$ cat config.mk
export PLATFORM = sky130hd
export DESIGN_NAME = spi_sample_master
export DESIGN_NICKNAME = d
export VERILOG_FILES = /design/src/rtl/spi_sample_master.sv
export SDC_FILE = /design/constraint.sdc
export NUM_CORES = 1
export LEC_CHECK = 0
export CELL_PAD_IN_SITES_DETAIL_PLACEMENT = 0
export CELL_PAD_IN_SITES_GLOBAL_PLACEMENT = 1
export CORE_ASPECT_RATIO = 1.25
export CORE_UTILIZATION = 45
export DETAILED_ROUTE_END_ITERATION = 12
export GPL_ROUTABILITY_DRIVEN = 0
export PLACE_DENSITY_LB_ADDON = 0.05
export SETUP_SLACK_MARGIN = 0.1
export SLEW_MARGIN = 20
export SYNTH_ARGS = -nofsm -noshare
export SYNTH_HDL_FRONTEND = slang
export SYNTH_SLANG_ARGS = --single-unit
$ cat constraint.sdc
create_clock -name clk_48 -period 2.4 [get_ports clk_48]
set_input_delay 0.48 -clock clk_48 [delete_from_list [all_inputs] [get_ports clk_48]]
set_output_delay 0.48 -clock clk_48 [all_outputs]
set_load 0.02 [all_outputs]
$ cat src/rtl/spi_sample_master.sv
// -----------------------------------------------------------------------------
// spi_sample_master
//   SPI mode-0 bus master (CPOL=0, CPHA=0, MSB first). Each frame sends one
//   command word on MOSI and then clocks in a left/right pair of signed sample
//   words from MISO. The left word is received first. The master is used to
//   bring up the channel-strip SPI responder and as a loopback test source.
//
//   Frame: SETUP (1 tick) -> CMD (2*CMD_W ticks) -> READ (4*DATA_W ticks)
//          -> HOLD (1 tick) -> GAP (2 ticks, CS high) -> IDLE.
//   A tick is CLK_DIV clk_48 cycles, so one tick is one SCLK half-period.
//
// Optional feature (macro SPI_SAMPLE_MASTER_AUTO_EN):
//   adds input auto_run. While it is high, IDLE starts a new frame with the
//   current cmd without waiting for start. start keeps working.
//
// Ports
//   clk_48    in   system clock, the only clock domain
//   reset_n   in   asynchronous active-low reset
//   start     in   single-cycle frame request, sampled only in IDLE
//   cmd       in   command word, captured when start is accepted
//   auto_run  in   continuous frame request (only with the macro defined)
//   busy      out  high from the cycle after acceptance through the end of GAP
//   done      out  one-cycle pulse on the cycle CS rises
//   left_out  out  last complete left sample
//   right_out out  last complete right sample
//   SCLK      out  serial clock, idles low
//   CS        out  chip select, active low, idles high
//   MOSI      out  master data out
//   MISO      in   slave data in
// -----------------------------------------------------------------------------
module spi_sample_master #(
  parameter int CLK_DIV = 4,   // SCLK half-period in clk_48 cycles (1..255)
  parameter int CMD_W   = 8,
  parameter int DATA_W  = 16
) (
  input  logic              clk_48,
  input  logic              reset_n,
  input  logic              start,
  input  logic [CMD_W-1:0]  cmd,
`ifdef SPI_SAMPLE_MASTER_AUTO_EN
  input  logic              auto_run,
`endif
  output logic              busy,
  output logic              done,
  output logic [DATA_W-1:0] left_out,
  output logic [DATA_W-1:0] right_out,
  output logic              SCLK,
  output logic              CS,
  output logic              MOSI,
  input  logic              MISO
);

  localparam int          RX_W    = 2 * DATA_W;
  localparam int          BIT_W   = $clog2(RX_W + CMD_W) + 1;
  localparam logic [7:0]  HP_LAST = 8'(CLK_DIV - 1);

  typedef enum logic [2:0] {
    S_IDLE, S_SETUP, S_CMD, S_READ, S_HOLD, S_GAP
  } state_e;

  state_e              state_q, state_d;
  logic [7:0]          hp_q, hp_d;      // half-period counter
  logic [BIT_W-1:0]    bit_q, bit_d;    // bit count in CMD/READ, tick count in GAP
  logic [CMD_W-1:0]    sr_q, sr_d;      // command shift register
  logic [RX_W-1:0]     rx_q, rx_d;      // receive shift register, left word on top
  logic                sclk_q, sclk_d;
  logic                cs_q, cs_d;
  logic                mosi_q, mosi_d;
  logic                busy_q, busy_d;
  logic                done_q, done_d;
  logic [DATA_W-1:0]   left_q, left_d;
  logic [DATA_W-1:0]   right_q, right_d;

  logic tick;
  logic go;

  assign tick = (hp_q == HP_LAST);

`ifdef SPI_SAMPLE_MASTER_AUTO_EN
  assign go = start | auto_run;
`else
  assign go = start;
`endif

  // NOTE: every variable gets a default before the case statement; a path that
  // leaves one unassigned would infer a latch.
  always_comb begin
    state_d = state_q;
    hp_d    = tick ? 8'd0 : hp_q + 8'd1;
    bit_d   = bit_q;
    sr_d    = sr_q;
    rx_d    = rx_q;
    sclk_d  = sclk_q;
    cs_d    = cs_q;
    mosi_d  = mosi_q;
    busy_d  = busy_q;
    done_d  = 1'b0;
    left_d  = left_q;
    right_d = right_q;

    unique case (state_q)
      S_IDLE: begin
        // The counters are held at zero so SETUP starts with a full tick.
        hp_d  = 8'd0;
        bit_d = '0;
        if (go) begin
          sr_d    = cmd;
          mosi_d  = cmd[CMD_W-1];
          cs_d    = 1'b0;
          busy_d  = 1'b1;
          state_d = S_SETUP;
        end
      end

      S_SETUP: begin
        if (tick) state_d = S_CMD;
      end

      S_CMD: begin
        if (tick) begin
          if (!sclk_q) begin
            sclk_d = 1'b1;
          end else begin
            // Falling edge: present the next command bit, or release MOSI
            // after the last one.
            sclk_d = 1'b0;
            if (bit_q == BIT_W'(CMD_W - 1)) begin
              mosi_d  = 1'b0;
              bit_d   = '0;
              state_d = S_READ;
            end else begin
              sr_d   = sr_q << 1;
              mosi_d = sr_d[CMD_W-1];
              bit_d  = bit_q + BIT_W'(1);
            end
          end
        end
      end

      S_READ: begin
        if (tick) begin
          if (!sclk_q) begin
            // MISO was set up by the slave on the previous falling edge.
            sclk_d = 1'b1;
            rx_d   = {rx_q[RX_W-2:0], MISO};
          end else begin
            sclk_d = 1'b0;
            if (bit_q == BIT_W'(RX_W - 1)) begin
              bit_d   = '0;
              state_d = S_HOLD;
            end else begin
              bit_d = bit_q + BIT_W'(1);
            end
          end
        end
      end

      S_HOLD: begin
        if (tick) begin
          // Sample outputs only ever change here, so they never show a
          // partially shifted pair.
          cs_d    = 1'b1;
          done_d  = 1'b1;
          left_d  = rx_q[RX_W-1:DATA_W];
          right_d = rx_q[DATA_W-1:0];
          bit_d   = '0;
          state_d = S_GAP;
        end
      end

      S_GAP: begin
        if (tick) begin
          if (bit_q == BIT_W'(1)) begin
            busy_d  = 1'b0;
            bit_d   = '0;
            state_d = S_IDLE;
          end else begin
            bit_d = bit_q + BIT_W'(1);
          end
        end
      end

      default: state_d = S_IDLE;
    endcase
  end

  // NOTE: state uses non-blocking assignments so every flop samples the values
  // from before the edge. Every register, including the sample words, is reset
  // so an aborted frame leaves the bus idle and the outputs at zero.
  always_ff @(posedge clk_48 or negedge reset_n) begin
    if (!reset_n) begin
      state_q <= S_IDLE;
      hp_q    <= 8'd0;
      bit_q   <= '0;
      sr_q    <= '0;
      rx_q    <= '0;
      sclk_q  <= 1'b0;
      cs_q    <= 1'b1;
      mosi_q  <= 1'b0;
      busy_q  <= 1'b0;
      done_q  <= 1'b0;
      left_q  <= '0;
      right_q <= '0;
    end else begin
      state_q <= state_d;
      hp_q    <= hp_d;
      bit_q   <= bit_d;
      sr_q    <= sr_d;
      rx_q    <= rx_d;
      sclk_q  <= sclk_d;
      cs_q    <= cs_d;
      mosi_q  <= mosi_d;
      busy_q  <= busy_d;
      done_q  <= done_d;
      left_q  <= left_d;
      right_q <= right_d;
    end
  end

  assign SCLK      = sclk_q;
  assign CS        = cs_q;
  assign MOSI      = mosi_q;
  assign busy      = busy_q;
  assign done      = done_q;
  assign left_out  = left_q;
  assign right_out = right_q;

endmodule

==> results of run 1 <==
-- routing by layer --
layer,up-vias,track usage
met5,-,0
met4,0,0.08295
met3,12,0.03351
met2,49,0.2758
met1,1292,0.2149
li1,1251,-
-- cells by family (layout without fill, tap and decap cells) --
group,Yosys count,count (layout),share of synthesized area
compound gates,45,45,0.07425
flops,94,94,0.5608
simple gates,77,77,0.09601
buf+inv,19,85,0.03220
mux,70,70,0.2132
xor+xnor,7,7,0.01461
fa+ha+maj,3,3,0.008945
-- report_power, final --
part           internal, mW  switching, mW
Sequential             1.59       0.000601
Combinational        0.0206         0.0343
Clock                 0.833          0.588
-- cells in the mapped netlist (all sizes together) (2+ instances only) --
cell,number
xor2,5
a2bb2oi,2
or3,3
buf,10
ha,3
mux2,65
clkbuf,3
nand2,16
mux2i,5
a21boi,2
o2111ai,2
nand3,14
and3,5
a22o,2
xnor2,2
o21ai,9
nand2b,2
a21oi,14
nor2b,3
nor3,5
nor2,23
dfrtp,93
inv,6
o31ai,2
-- stage by stage --
step / area (sq um) / std cells / hold WS [ns]
after floorplan: 4197 / 315 / 0.1844
after global placement: 4873 / 488 / 0.3889
after detailed placement: 4873 / 488 / 0.3895
after CTS: 5170 / 503 / 0.02028
after global routing: 5182 / 504 / 0.03352
final: 5182 / 504 / 0.02375
-- final cells by class --
type,instances,share of cell area
repair buffers,64,0.1226
flip-flops and latches,94,0.4541
inverters,6,0.004346
well taps,123,0.02970
clock buffers,10,0.04611
multi-input cells,202,0.3320
clock inverters,5,0.01111
-- worst paths after layout --
path | endpoint | slack (ns) | depth (start not counted)
worst max-delay path | rx_q[19]$_DFFE_PN0P_ | 0.19 | 7
min in group clk_48 | left_out[6]$_DFFE_PN0P_ | 0.50 | 1
worst max register to register | rx_q[19]$_DFFE_PN0P_ | 0.19 | 7
worst min register to register | left_out[6]$_DFFE_PN0P_ | 0.50 | 1
worst min-delay path | right_out[4]$_DFFE_PN0P_ | 0.02 | 1
max in group asynchronous | left_out[12]$_DFFE_PN0P_ | 1.78 | 2
-- flip-flops by register name, summed over array words and instances (netlist names) --
register and flops:
hp_q 8, busy 1, state_q 3, right_out 16, CS 1, bit_q 7, sr_q 7, rx_q 32
MOSI 1, SCLK 1, done 1, left_out 16
-- timing repair --
| action | in CTS | in global routing |
|---|---|---|
| buffers inserted | 0 | 1 |
| resized for setup | 0 | 2 |
| setup endpoints to repair | 0 | 67 |
-- placed cells by master, fill, tap and decap left out, types with 2 or more instances in the layout --
| cell type | instances |
|---|---|
| or3_1 | 2 |
| xnor2_1 | 2 |
| nor2b_1 | 3 |
| nand2b_1 | 2 |
| nand2_1 | 14 |
| nor2_1 | 23 |
| nand3_1 | 14 |
| o2111ai_1 | 2 |
| o21ai_0 | 8 |
| buf_4 | 14 |
| nor3_1 | 4 |
| a21oi_1 | 14 |
| inv_6 | 2 |
| buf_12 | 3 |
| o31ai_1 | 2 |
| clkbuf_16 | 9 |
| mux2i_1 | 5 |
| and3_1 | 5 |
| mux2_2 | 35 |
| clkdlybuf4s50_1 | 47 |
| a22o_1 | 2 |
| a2bb2oi_1 | 2 |
| a21boi_0 | 2 |
| inv_1 | 6 |
| clkinv_2 | 2 |
| mux2_4 | 30 |
| ha_1 | 2 |
| xor2_1 | 5 |
| dfrtp_1 | 93 |
-- critical path, stage by stage, from the launching register on --
cell and delay, ns:
dfrtp_1 0.39, ha_2 0.23, nor4b_4 0.21, and2_4 0.21, nand2_4 0.06, or3_2 0.44, buf_12 0.21, mux2_4 0.32
==> flow_summary.toml, run 1 <==
[critical_path]
r2r-start = "hp_q[1]$_DFF_PN0_"
worstSetupEndpointType = "flip-flop"
startpoint = "hp_q[1]$_DFF_PN0_"
crit_type = "reg -> reg"
worstPathRequired_ns = 2.62
cp_max_fo = 32
cp.arrival_ns = 2.43
critPathLaunchType = "flip-flop"

[cells_and_area]
fin_nets = 392
syn_to_final_growth_pct = 23.49
multiInputGateArea_sq_mm = 0.001720
seqCellArea_sq_mm = 0.002354
nFillCells = 755
diodes = 0
drive_gt1_frac = 0.2861
utilization = 0.5710

[global_route]
grt_max_degree = 54
grt_pass1_wl_um = 12280
grt.overflow.total = 0
grt_pass1_vias = 2573
grt_usage = 0.1693
antenna_found_initial = 0

[timing]
fin_tns_setup_ns = 0
skew_ns = 0.006955
finalHoldViolations = 0
fmax_ghz = 0.4525
setup_viol = 0
fin_ws_ns = 0.1899
maxSlewViolCount = 0
worstMarginPinSlew_ns = 0.3816
slew_headroom = 0.7450
finalCriticalPeriod_ns = 2.210
fin_crit_sh = 0.9209
grt_setup_unrepaired = "no"

[route]
vias = 2604
drtAntennaViolNets = 0
drt_iter0_markers = 57
dr.pass1.iters = 5
routed_via_density = 5.167
drt-wirelength-per-cell_um = 14.85
highest_layer = "met4"
wl_met3_um = 232
drc_errors = 0
wl_met1_um = 3370
wirelength_um = 7482
wl_met2_um = 3743

[synth]
synth_edf_count = 0
synth.avg_cell_area_sq_um = 13.32
syn_nets = 330
yosysWarnings = 0
synth.largest_area_cell = "dfrtp_1"
synthTopCellsByArea = "dfrtp_1 55%, mux2_4 11%, mux2_2 9.4%"
synth_seq_area_share = 0.5608
synth_cell_types = 49
yosys.area.top_type_share = 0.5546
ys.flop_type = "dfrtp_1"
syn_area_sq_mm = 0.004197
synthCells = 315
ys_seq_elements = 94
async_flop_share = 1.000

[floorplan]
die_w_um = 88.38
die_h_um = 110.0
rows = 39
coreArea_sq_mm = 0.009076
boundaryPins = 49
initial_core_util = 0.4624
dieArea_sq_mm = 0.009719

[cts]
clk_pin_slew_ns = 0.06
clkSinkCount = 94
cts-root-buf = "clkbuf_16"
numCtsBuffers = 9
cts_tree = "built"
ctsHoldBuffers = 0
clock_latency_ns = 0.34
clock_path_buffers = 2
htreeDepth = 3

[placement]
portBuffers = 48
place_ws_ns = 0.1555
dp.final_hpwl_um = 5141

[power]
power.leakage_nw = 2.490
peakVddDrop_mv = 0.3274
p_total_mw = 3.062
power_density_mw_per_mm2 = 590.9

[run_status]
status = "complete, no violations"

[min_path]
min_path_type = "in -> async"

[job]
drv_cap = 0
(Power assumes the default switching activity.)
==> run 2: changes to the inputs <==
ABC_CLOCK_PERIOD_IN_PS = 2400   (was not set)
==> results of run 2 <==
Same layout as run 1: the final DEF is identical, and so are final timing and power.
